--- config.mk ---
export PLATFORM = sky130hd
export DESIGN_NAME = contador_bcd_param
export DESIGN_NICKNAME = d
export VERILOG_FILES = /design/src/rtl/contador_bcd_param.sv
export SDC_FILE = /design/constraint.sdc
export NUM_CORES = 1
export LEC_CHECK = 0
export CAP_MARGIN = 20
export CORE_ASPECT_RATIO = 0.75
export CORE_MARGIN = 5
export CORE_UTILIZATION = 35
export DETAILED_ROUTE_END_ITERATION = 10
export PLACE_DENSITY = 0.69
export SETUP_SLACK_MARGIN = 0.1
export SLEW_MARGIN = 10
export SYNTH_ARGS = -nofsm -noshare
export SYNTH_HDL_FRONTEND = slang
export SYNTH_SLANG_ARGS = --single-unit
--- constraint.sdc ---
create_clock -name clock -period 2.6 [get_ports clock]
set_input_delay 0.78 -clock clock [delete_from_list [all_inputs] [get_ports clock]]
set_output_delay 0.78 -clock clock [all_outputs]
set_load 0.01 [all_outputs]
--- src/rtl/contador_bcd_param.sv ---
// rtl/contador_bcd_param.sv - parametrised up/down BCD counter with load, limit and auto-reload
// Optional wrap-around at the limits is enabled by defining CONTADOR_BCD_WRAP_EN.
module contador_bcd_param #(
  parameter int DIGITOS     = 2,
  parameter int MAXIMO      = 99,
  parameter int LIMIAR      = 5,
  parameter int VALOR_REPOR = 25
) (
  input  logic                 clock,
  input  logic                 reset,
  input  logic                 habilita,
  input  logic                 i,
  input  logic                 carrega,
  input  logic [4*DIGITOS-1:0] valor_carga,
  input  logic                 auto_repor,
  output logic [4*DIGITOS-1:0] contagem,
  output logic                 no_maximo,
  output logic                 no_minimo,
  output logic                 repor_pulso
);

  localparam int W = 4 * DIGITOS;

  function automatic logic [W-1:0] to_bcd(input int valor);
    logic [W-1:0] r;
    int           v;
    r = '0;
    v = valor;
    for (int k = 0; k < DIGITOS; k++) begin
      r[4*k +: 4] = 4'(v % 10);
      v = v / 10;
    end
    return r;
  endfunction

  function automatic int pow10(input int n);
    int p;
    p = 1;
    for (int k = 0; k < n; k++) p = p * 10;
    return p;
  endfunction

  localparam logic [W-1:0] MAX_BCD   = to_bcd(MAXIMO);
  localparam logic [W-1:0] REPOR_BCD = to_bcd(VALOR_REPOR);
  localparam logic [W-1:0] LIM_BCD   = to_bcd(LIMIAR);
  // A threshold beyond the representable range means every count is below it.
  localparam bit           LIM_TUDO  = (LIMIAR > pow10(DIGITOS) - 1);

`ifdef CONTADOR_BCD_WRAP_EN
  localparam bit WRAP = 1'b1;
`else
  localparam bit WRAP = 1'b0;
`endif

  logic [W-1:0] r_contagem;
  logic         r_repor;

  logic [W-1:0] w_inc;
  logic [W-1:0] w_dec;
  logic [W-1:0] w_sat;
  logic [W-1:0] w_carga_lim;
  logic [W-1:0] w_prox;
  logic         w_carry;
  logic         w_borrow;
  logic         w_reload;
  logic         w_abaixo;
  logic         w_no_max;
  logic         w_no_min;

  assign w_no_max = (r_contagem == MAX_BCD);
  assign w_no_min = (r_contagem == '0);
  assign w_abaixo = LIM_TUDO || (r_contagem < LIM_BCD);

  // Ripple carry/borrow across digits; every digit stays within 0..9.
  always_comb begin
    w_inc    = r_contagem;
    w_dec    = r_contagem;
    w_carry  = 1'b1;
    w_borrow = 1'b1;
    for (int k = 0; k < DIGITOS; k++) begin
      if (w_carry) begin
        if (r_contagem[4*k +: 4] >= 4'd9) begin
          w_inc[4*k +: 4] = 4'd0;
        end else begin
          w_inc[4*k +: 4] = r_contagem[4*k +: 4] + 4'd1;
          w_carry         = 1'b0;
        end
      end
      if (w_borrow) begin
        if (r_contagem[4*k +: 4] == 4'd0) begin
          w_dec[4*k +: 4] = 4'd9;
        end else begin
          w_dec[4*k +: 4] = r_contagem[4*k +: 4] - 4'd1;
          w_borrow        = 1'b0;
        end
      end
    end
  end

  always_comb begin
    w_sat = valor_carga;
    for (int k = 0; k < DIGITOS; k++) begin
      if (valor_carga[4*k +: 4] > 4'd9) w_sat[4*k +: 4] = 4'd9;
    end
    w_carga_lim = (w_sat > MAX_BCD) ? MAX_BCD : w_sat;
  end

  always_comb begin
    w_prox   = r_contagem;
    w_reload = 1'b0;
    if (carrega) begin
      w_prox = w_carga_lim;
    end else if (auto_repor && habilita && w_abaixo) begin
      w_prox   = REPOR_BCD;
      w_reload = 1'b1;
    end else if (habilita) begin
      if (i) begin
        if (w_no_max) w_prox = WRAP ? '0 : r_contagem;
        else          w_prox = w_inc;
      end else begin
        if (w_no_min) w_prox = WRAP ? MAX_BCD : r_contagem;
        else          w_prox = w_dec;
      end
    end
  end

  always_ff @(posedge clock or posedge reset) begin
    if (reset) begin
      r_contagem <= '0;
      r_repor    <= 1'b0;
    end else begin
      r_contagem <= w_prox;
      r_repor    <= w_reload;
    end
  end

  assign contagem    = r_contagem;
  assign no_maximo   = w_no_max;
  assign no_minimo   = w_no_min;
  assign repor_pulso = r_repor;

endmodule

==> out/metrics.yaml, run 1 <==
power:
  powerDensity_mw_per_mm2: 767
  switching_power_w: 0.000449
  p_sw_frac: 0.422
  p_leak_nw: 0.601
  total_power_w: 0.00106
  combPwrFrac: 0.700
  sequentialPowerShare: 0.203
  internal-power_w: 0.000615
  clkPwrFrac: 0.098
  ir_drop_mv: 0.251
floorplanning:
  die_h_um: 55.2
  die-width_um: 70.3
  fp.coreArea_mm2: 0.00260
  rows: 16
  fp.dieArea_mm2: 0.00388
  num_io_pins: 25
  start_util: 0.367
clock_network:
  numCtsBuffers: 3
  post_cts_resized: 6
  clk_latency_ps: 250
  cts_buffer_depth: 2
  cts.sinks: 9
  path_clk_slew_ps: 60
  h-tree-depth: 1
  cts_tree: "done"
  ctsHoldBuffers: 0
  postCtsSetupBuffers: 0
  clock_tree.root_cell: "clkbuf_4"
critical_path:
  cp_slowest_cell: "clkdlybuf4s50_1"
  worstPathCellList: "clkdlybuf4s50_1 > inv_1 > or4_1 > a31oi_4 > buf_4 > a221oi_1 > a21o_2"
  worst-path-buf-inv: 3
  worst_r2r_startpoint: "contagem[4]$_DFFE_PP0P_"
  critPathMaxFanout: 5
  r2r_setup_slack_ps: 300
  crit_path_start_kind: "input pin"
  slowest_delay_ps: 530
  endpoint_kind: "flop"
  crit_type: "in2reg"
  crit_required_ps: 2740
  rr_endpoint: "contagem[2]$_DFFE_PP0P_"
  crit_family: "buffers and inverters"
  cp.arrival_ps: 2560
  reg2regPathDepth: 9
sta:
  slew_headroom: 0.730
  max_freq_mhz: 413
  hold_viol: 0
  skew_ps: 6.70
  finalCriticalPeriod_ps: 2420
  setup_viol: 0
  min_period_over_period: 0.931
  drv_slew: 0
  worst_slew_pin_slew_ps: 404
  rsz0062_at_grt: "false"
  fin_ws_ps: 179
  tns_ps: 0
grt:
  antenna_found_initial: 0
  grt_pass1_vias: 923
  grt_overflow: 0
  grt_max_degree: 15
  grt_pass1_wl_mm: 4.74
  grt.total_usage: 0.148
place:
  dp_slack_ps: -103
  dpl.hpwl_mm: 2.44
  placed_area_mm2: 0.00136
  dp.cells: 188
  io_buffers: 24
  gp_congestion: 0.893
synthesis:
  yosysWarnings: 0
  avgSynthCellArea_um2: 8.37
  syn_inst: 114
  syn_nets: 134
  synth_seq_area_share: 0.236
  synth_cell_types: 43
  ys_ff_latch: 9
  synthesis.area_um2: 955
routing:
  drcViolationCount: 0
  via_count: 1048
  wl_per_cell_um: 15.4
  drt_first_pass_iters: 4
  ant_nets: 0
  viasPerCell: 5.46
  routed_wirelength_mm: 2.95
  drtIter0Drc: 84
worst_hold_path:
  worst_hold_path_type: "reg2reg"
  hp-start: "contagem[1]$_DFFE_PP0P_"
  whs_path_depth: 3
  hold_end: "contagem[1]$_DFFE_PP0P_"
cells_and_area:
  synthToLayoutAreaGrowth_pct: 45.5
  num-fill-cells: 245
  final_common_cell: "clkdlybuf4s50_1"
  layout.nets: 177
  final_cell_mix: "clkdlybuf4s50_1, buf_4, inv_1"
  fin_area_mm2: 0.00139
  drive_gt1_frac: 0.263
  fin_cells: 192
  n_antenna_cell: 0
run:
  maxCapViolations: 0
status:
  status: "finished clean"
==> registers in the layout, indices dropped and copies added (netlist names) <==
signal / flops
contagem: 8
repor_pulso: 1
==> power groups by stage <==
| stage | registers (W) | logic, W | clock network, W |
|---|---|---|---|
| finish | 0.000216 | 0.000745 | 0.000104 |
| global route | 0.000220 | 0.000807 | 0.000117 |
| CTS | 0.000214 | 0.000738 | 0.000105 |
| detailed placement | 0.000214 | 0.000728 | 0 |
| global placement | 0.000214 | 0.000709 | 0 |
| floorplan | 0.000250 | 0.000375 | 0 |
==> synth_stat cells <==
master     count  share of area
a31oi_4        2          0.045
a21o_2         2          0.018
o211ai_1       2          0.016
and2b_1        1         0.0079
or3b_2         2          0.018
inv_1         12          0.047
mux2i_1        2          0.021
buf_6          1          0.012
nand4b_1       1         0.0092
o41ai_1        1         0.0092
a41oi_1        1         0.0092
o2111ai_1      1         0.0092
a311oi_1       1         0.0092
nor2_1         5          0.020
nand3b_1       1         0.0079
a31o_2         1         0.0092
nor3_1         4          0.021
o221ai_1       1         0.0092
o31ai_1        3          0.024
clkbuf_1       3          0.012
dfrtp_1        9           0.24
a21oi_1        3          0.016
mux2_2         1          0.012
o31a_1         1         0.0092
ha_1           6          0.079
mux2_4         2          0.031
o21ai_0        8          0.042
or4b_4         1          0.014
and2_1         1         0.0066
a31oi_1        9          0.059
nor4b_2        1          0.016
o221a_2        1          0.012
nor4_1         1         0.0066
or4_1          1         0.0079
and3b_1        1         0.0092
nand2b_1       5          0.033
inv_2          1         0.0039
a221oi_1       1         0.0092
buf_2          2          0.010
o21bai_1       1         0.0079
nand2_1        9          0.035
nand3_1        1         0.0052
and3_1         1         0.0066
==> worst reg2reg max path, stage by stage (launching register included) <==
cell	delay [ps]
dfrtp_1	370
inv_1	90
ha_2	180
buf_4	140
nor4b_2	230
or4b_4	510
a31oi_4	250
buf_4	170
a221oi_1	50
a21o_2	200
==> how the worst max path moves through the flow <==
stage,from,to,slack (ps),cells after the start
6_report,i,contagem[2]$_DFFE_PP0P_,180,7
3_3_place_gp,i,contagem[7]$_DFFE_PP0P_,-50,7
2_1_floorplan,i,contagem[4]$_DFFE_PP0P_,260,6
4_1_cts,contagem[4]$_DFFE_PP0P_,no_minimo,120,5
5_1_grt,contagem[5]$_DFFE_PP0P_,no_maximo,110,6
3_5_place_dp,i,contagem[7]$_DFFE_PP0P_,-100,7
==> area by class of cell <==
cell class | instances | area (µm²) | share of cell area
Multi-Input combinational cell | 86 | 658 | 0.474
Timing Repair Buffer | 44 | 385 | 0.277
Sequential cell | 9 | 225 | 0.162
Inverter | 13 | 48.8 | 0.0351
Tap cell | 36 | 45.0 | 0.0324
Clock buffer | 4 | 26.3 | 0.0189
==> cell families (layout without fill, tap and decap cells) <==
logic type               Yosys count  in the layout  share of synthesized area
AO/OA/AOI/OAI                     39             39                      0.312
AND/OR/NAND/NOR                   36             36                      0.224
buffers and inverters             19             61                     0.0852
flip-flops                         9              9                      0.236
adder cells (fa/ha/maj)            6              6                     0.0786
multiplexers                       5              5                     0.0642
==> metal layers <==
metal  wire (µm)  global-route usage  up-vias
met5           0                   0        -
met4           5              0.0246        0
met1        1450               0.236      488
li1            -                   -      506
met2        1180               0.193       52
met3         315              0.0399        2
==> per-stage QoR <==
step / util / hold WS (ps)
3_5_place_dp: 0.522 / 614
4_1_cts: 0.535 / 627
5_1_grt: 0.534 / 664
6_report: 0.534 / 627
2_1_floorplan: - / 589
3_3_place_gp: 0.522 / 607
Note: power is estimated with default switching activity, not from simulation.
==> run 2, diff against run 1 <==
Settings changed: CAP_MARGIN 20 to default, SKIP_LAST_GASP from default to 1.
Clock period 2.6 ns to 3 ns, I/O delays scaled along.
==> run 2 against run 1 <==
  * First-iteration DRC count shrank 9.5%
  * Sequential share of layout area grew 0.73 points
  * Hold slack gained 14 ps
  * Critical path type is now reg2out
  * Critical endpoint is now no_minimo
==> out/metrics.yaml, run 2 (synthesis results as in run 1) <==
cells_and_area:
  layout.nets: 169
  multi_input_area_um2: 656
  n_antenna_cell: 0
  final_cell_mix: "clkdlybuf4s50_1, inv_1, buf_4"
  final_common_cell: "clkdlybuf4s50_1"
  regArea_um2: 225
  drive_gt1_frac: 0.203
  largest_reg_flops: 8
  num-fill-cells: 254
  synthToLayoutAreaGrowth_pct: 39.2
sta:
  tns_ps: 0
  slew_headroom: 0.717
  worst_slew_pin_slew_ps: 425
  whs_ps: 640
  finalCriticalPeriod_ps: 2710
  skew_ps: 1.17
  rsz0062_at_grt: "false"
  drv_slew: 0
  fin_ws_ps: 290
  max_freq_mhz: 369
  min_period_over_period: 0.903
  hold_viol: 0
  setup_viol: 0
critical_path:
  crit_path_start_kind: "flop"
  crit_required_ps: 2100
  reg2regPathDepth: 8
  worstPathCellList: "inv_1 > ha_1 > or3b_4 > nor3_2 > dlygate4sd2_1"
  cp_num_cells: 5
  critPathMaxFanout: 3
  cp.arrival_ps: 1810
  slowest_delay_ps: 410
  worst-path-buf-inv: 2
  cp_slowest_cell: "or3b_4"
  endpoint_kind: "output port"
  crit_type: "reg2out"
  crit_family: "simple AND/OR/NAND/NOR gates"
routing:
  routed_wirelength_mm: 2.71
  drcViolationCount: 0
  via_count: 989
  ant_nets: 0
  drtIter0Drc: 76
  viasPerCell: 5.38
  wl_per_cell_um: 14.7
  drt_first_pass_iters: 4
floorplanning:
  die_h_um: 55.2
  die-width_um: 70.3
  rows: 16
  fp.dieArea_mm2: 0.00388
  num_io_pins: 25
  start_util: 0.367
  fp.coreArea_mm2: 0.00260
clock_network:
  clk_latency_ps: 250
  postCtsSetupBuffers: 0
  ctsHoldBuffers: 0
  clock_tree.root_cell: "clkbuf_4"
  numCtsBuffers: 3
  cts_buffer_depth: 2
  cts_tree: "done"
  path_clk_slew_ps: 60
  cts.sinks: 9
  h-tree-depth: 1
place:
  gp_congestion: 0.917
  io_buffers: 24
  dp_slack_ps: 126
  dpl.hpwl_mm: 2.24
grt:
  antenna_found_initial: 0
  grt_max_degree: 15
  grt_pass1_wl_mm: 4.44
  grt_overflow: 0
  grt_pass1_vias: 891
  grt.total_usage: 0.140
power:
  ir_drop_mv: 0.240
  powerDensity_mw_per_mm2: 664
  p_leak_nw: 0.570
worst_hold_path:
  worst_hold_path_type: "reg2reg"
  whs_path_depth: 2
run:
  maxCapViolations: 0
status:
  status: "finished clean"
==> run 2: worst paths after layout <==
path	startpoint	to	slack (ps)
min	contagem[1]$_DFFE_PP0P_	contagem[1]$_DFFE_PP0P_	640
max	contagem[4]$_DFFE_PP0P_	no_minimo	290
min in group asynchronous	reset	contagem[7]$_DFFE_PP0P_	900
min reg2reg	contagem[1]$_DFFE_PP0P_	contagem[1]$_DFFE_PP0P_	640
max in group asynchronous	reset	contagem[0]$_DFFE_PP0P_	1870
max reg2reg	contagem[4]$_DFFE_PP0P_	contagem[6]$_DFFE_PP0P_	580
==> run 2: layout make-up <==
class / instances / share of cell area
tap: 36 / 0.0339
sequential: 9 / 0.169
multi-input combinational: 86 / 0.493
inverter: 13 / 0.0367
clock buffer: 4 / 0.0198
timing repair buffer: 36 / 0.247
==> run 2: stage by stage <==
stage | area [µm²] | std cells | util | power (W)
finish | 1330 | 184 | 0.511 | 0.000882
detailed placement | 1300 | 180 | 0.499 | 0.000781
CTS | 1320 | 184 | 0.508 | 0.000872
global route | 1330 | 184 | 0.511 | 0.000955
floorplan | 955 | 114 | - | 0.000542
global placement | 1300 | 180 | 0.499 | 0.000766
==> run 2: tightest hold or removal path: cells and delay by family (launching register included) <==
| kind | cells | cell delay (ps) |
|---|---|---|
| DFF | 1 | 450 |
| AOI/OAI and AO/OA | 1 | 80 |
| and+or+nand+nor | 1 | 70 |
==> run 2: timing repair <==
action / CTS / global route
cloned: 0 / 0
gates resized for setup: 2 / 2
endpoints found under the setup margin: 2 / 1
==> run 2: metal layers <==
layer,part of all wire,global-route usage,vias to the layer above,wire [µm]
met5,0,0,-,0
met4,0,0.0246,0,0
met3,0.047,0.0308,0,128
met2,0.39,0.183,28,1050
met1,0.57,0.228,466,1540
li1,-,-,495,-
==> run 2: power by group <==
group          internal [W]   total, W  switching (W)
clock             0.0000510  0.0000886      0.0000376
sequential         0.000157   0.000200      0.0000423
combinational      0.000298   0.000594       0.000296
==> run 3, diff against run 2 <==
==> constraint.sdc (replaced) <==
create_clock -name clock -period 3 [get_ports clock]
set_input_delay 0.3 -clock clock [delete_from_list [all_inputs] [get_ports clock]]
set_output_delay 0.3 -clock clock [all_outputs]
set_load 0.01 [all_outputs]
==> run 3 against run 2 <==
  * Die area unchanged
  * Clock power about the same
  * Global-route usage down 0.45 points
  * Largest cell class unchanged
==> out/metrics.yaml, run 3 (synthesis results as in run 1) <==
status:
  status: "finished clean"
critical_path:
  cp_slowest_cell: "clkdlybuf4s50_1"
  slowest_delay_ps: 570
  worst_r2r_startpoint: "contagem[5]$_DFFE_PP0P_"
  crit_family: "buffers and inverters"
  crit_required_ps: 2700
  cp_num_cells: 5
  r2r_setup_slack_ps: 500
  endpoint_kind: "output port"
  worst-path-buf-inv: 2
  reg2regPathDepth: 7
  worstPathCellList: "inv_1 > ha_1 > or3b_2 > nor3_1 > clkdlybuf4s50_1"
  crit_type: "reg2out"
  crit_path_start_kind: "flop"
  critPathMaxFanout: 7
  cp.arrival_ps: 2410
  rr_endpoint: "contagem[6]$_DFFE_PP0P_"
clock_network:
  path_clk_slew_ps: 60
  cts.sinks: 9
  clock_tree.root_cell: "clkbuf_4"
  clk_latency_ps: 250
  h-tree-depth: 1
  ctsHoldBuffers: 0
  post_cts_resized: 0
  cts_buffer_depth: 2
  cts_tree: "done"
  numCtsBuffers: 3
  postCtsSetupBuffers: 0
place:
  io_buffers: 24
  dpl.hpwl_mm: 2.08
  dp.cells: 169
  dp_slack_ps: 453
  gp_congestion: 0.871
run:
  maxCapViolations: 0
sta:
  skew_ps: 3.42
  setup_viol: 0
  drv_slew: 0
  hold_viol: 0
  tns_ps: 0
  rsz0062_at_grt: "false"
  worst_slew_pin_slew_ps: 549
  min_period_over_period: 0.905
  fin_ws_ps: 286
  finalCriticalPeriod_ps: 2710
  slew_headroom: 0.633
  max_freq_mhz: 368
grt:
  grt_pass1_wl_mm: 4.29
  grt.total_usage: 0.135
  grt_max_degree: 16
  grt_pass1_vias: 873
  grt_overflow: 0
  antenna_found_initial: 0
cells_and_area:
  num-fill-cells: 266
  layout.nets: 158
  fin_cells: 173
  multi_input_area_um2: 648
  n_antenna_cell: 0
  final_cell_mix: "clkdlybuf4s50_1, inv_1, a31oi_1, nand2_1, dfrtp_1"
  largest_reg_flops: 8
  synthToLayoutAreaGrowth_pct: 30.0
  regArea_um2: 225
  postLayoutCoreUtil: 0.477
  final_common_cell: "clkdlybuf4s50_1"
  drive_gt1_frac: 0.131
routing:
  drt_first_pass_iters: 4
  drtIter0Drc: 99
  via_count: 961
  drcViolationCount: 0
  viasPerCell: 5.55
  wl_per_cell_um: 15.2
  ant_nets: 0
  routed_wirelength_mm: 2.64
floorplanning:
  rows: 16
  fp.coreArea_mm2: 0.00260
  fp.dieArea_mm2: 0.00388
  die_h_um: 55.2
  start_util: 0.367
  num_io_pins: 25
  die-width_um: 70.3
power:
  powerDensity_mw_per_mm2: 648
  p_leak_nw: 0.505
  total_power_w: 0.000804
  ir_drop_mv: 0.270
worst_hold_path:
  worst_hold_path_type: "in2async"
==> run 3: cell types whose count changed in the layout (fill, tap and decap cells not counted), sizes merged <==
cell,previous run,this run
dlygate4sd2,2,0
clkdlybuf4s50,22,24
buf,12,1
==> run 3: worst reg2reg max path: cells and delay by family, from the launching register on <==
family	cells	cell delay, ps
flip-flops	1	440
AND/OR/NAND/NOR	2	780
adder cells (fa/ha/maj)	1	280
AO/OA/AOI/OAI	2	410
buffers and inverters	1	150
multiplexers	1	320
==> run 3: area by class of cell <==
cell class	count	area share
Tap cell	36	0.0363
Sequential cell	9	0.181
Clock buffer	4	0.0212
Timing Repair Buffer	25	0.200
Multi-Input combinational cell	86	0.522
Inverter	13	0.0393
==> run 3: worst max path at each step <==
stage,start,endpoint
finish,contagem[5]$_DFFE_PP0P_,no_minimo
global route,contagem[4]$_DFFE_PP0P_,no_minimo
CTS,contagem[5]$_DFFE_PP0P_,no_minimo
detailed placement,i,contagem[6]$_DFFE_PP0P_
global placement,i,contagem[4]$_DFFE_PP0P_
floorplan,contagem[5]$_DFFE_PP0P_,contagem[4]$_DFFE_PP0P_
==> run 3: where the power goes <==
part	internal, W	leakage, nW	switching, W
registers	0.000157	0.111	0.0000932
logic	0.000242	0.379	0.000223
clock network	0.0000509	0.0150	0.0000373
total	0.000450	0.505	0.000354
==> run 3: per-stage QoR <==
stage                     hold WS (ps)  cell area [µm²]
after floorplan                    128              955
after detailed placement           579             1210
final                              302             1240
after global routing               317             1240
after CTS                          314             1240
after global placement             572             1210
==> run 3: routing by layer <==
layer	global-route usage	part of all wire	vias up
met5	0	0	-
met4	0.0410	0.0046	0
met3	0.0254	0.085	2
met2	0.183	0.42	43
met1	0.212	0.49	442
li1	-	-	474
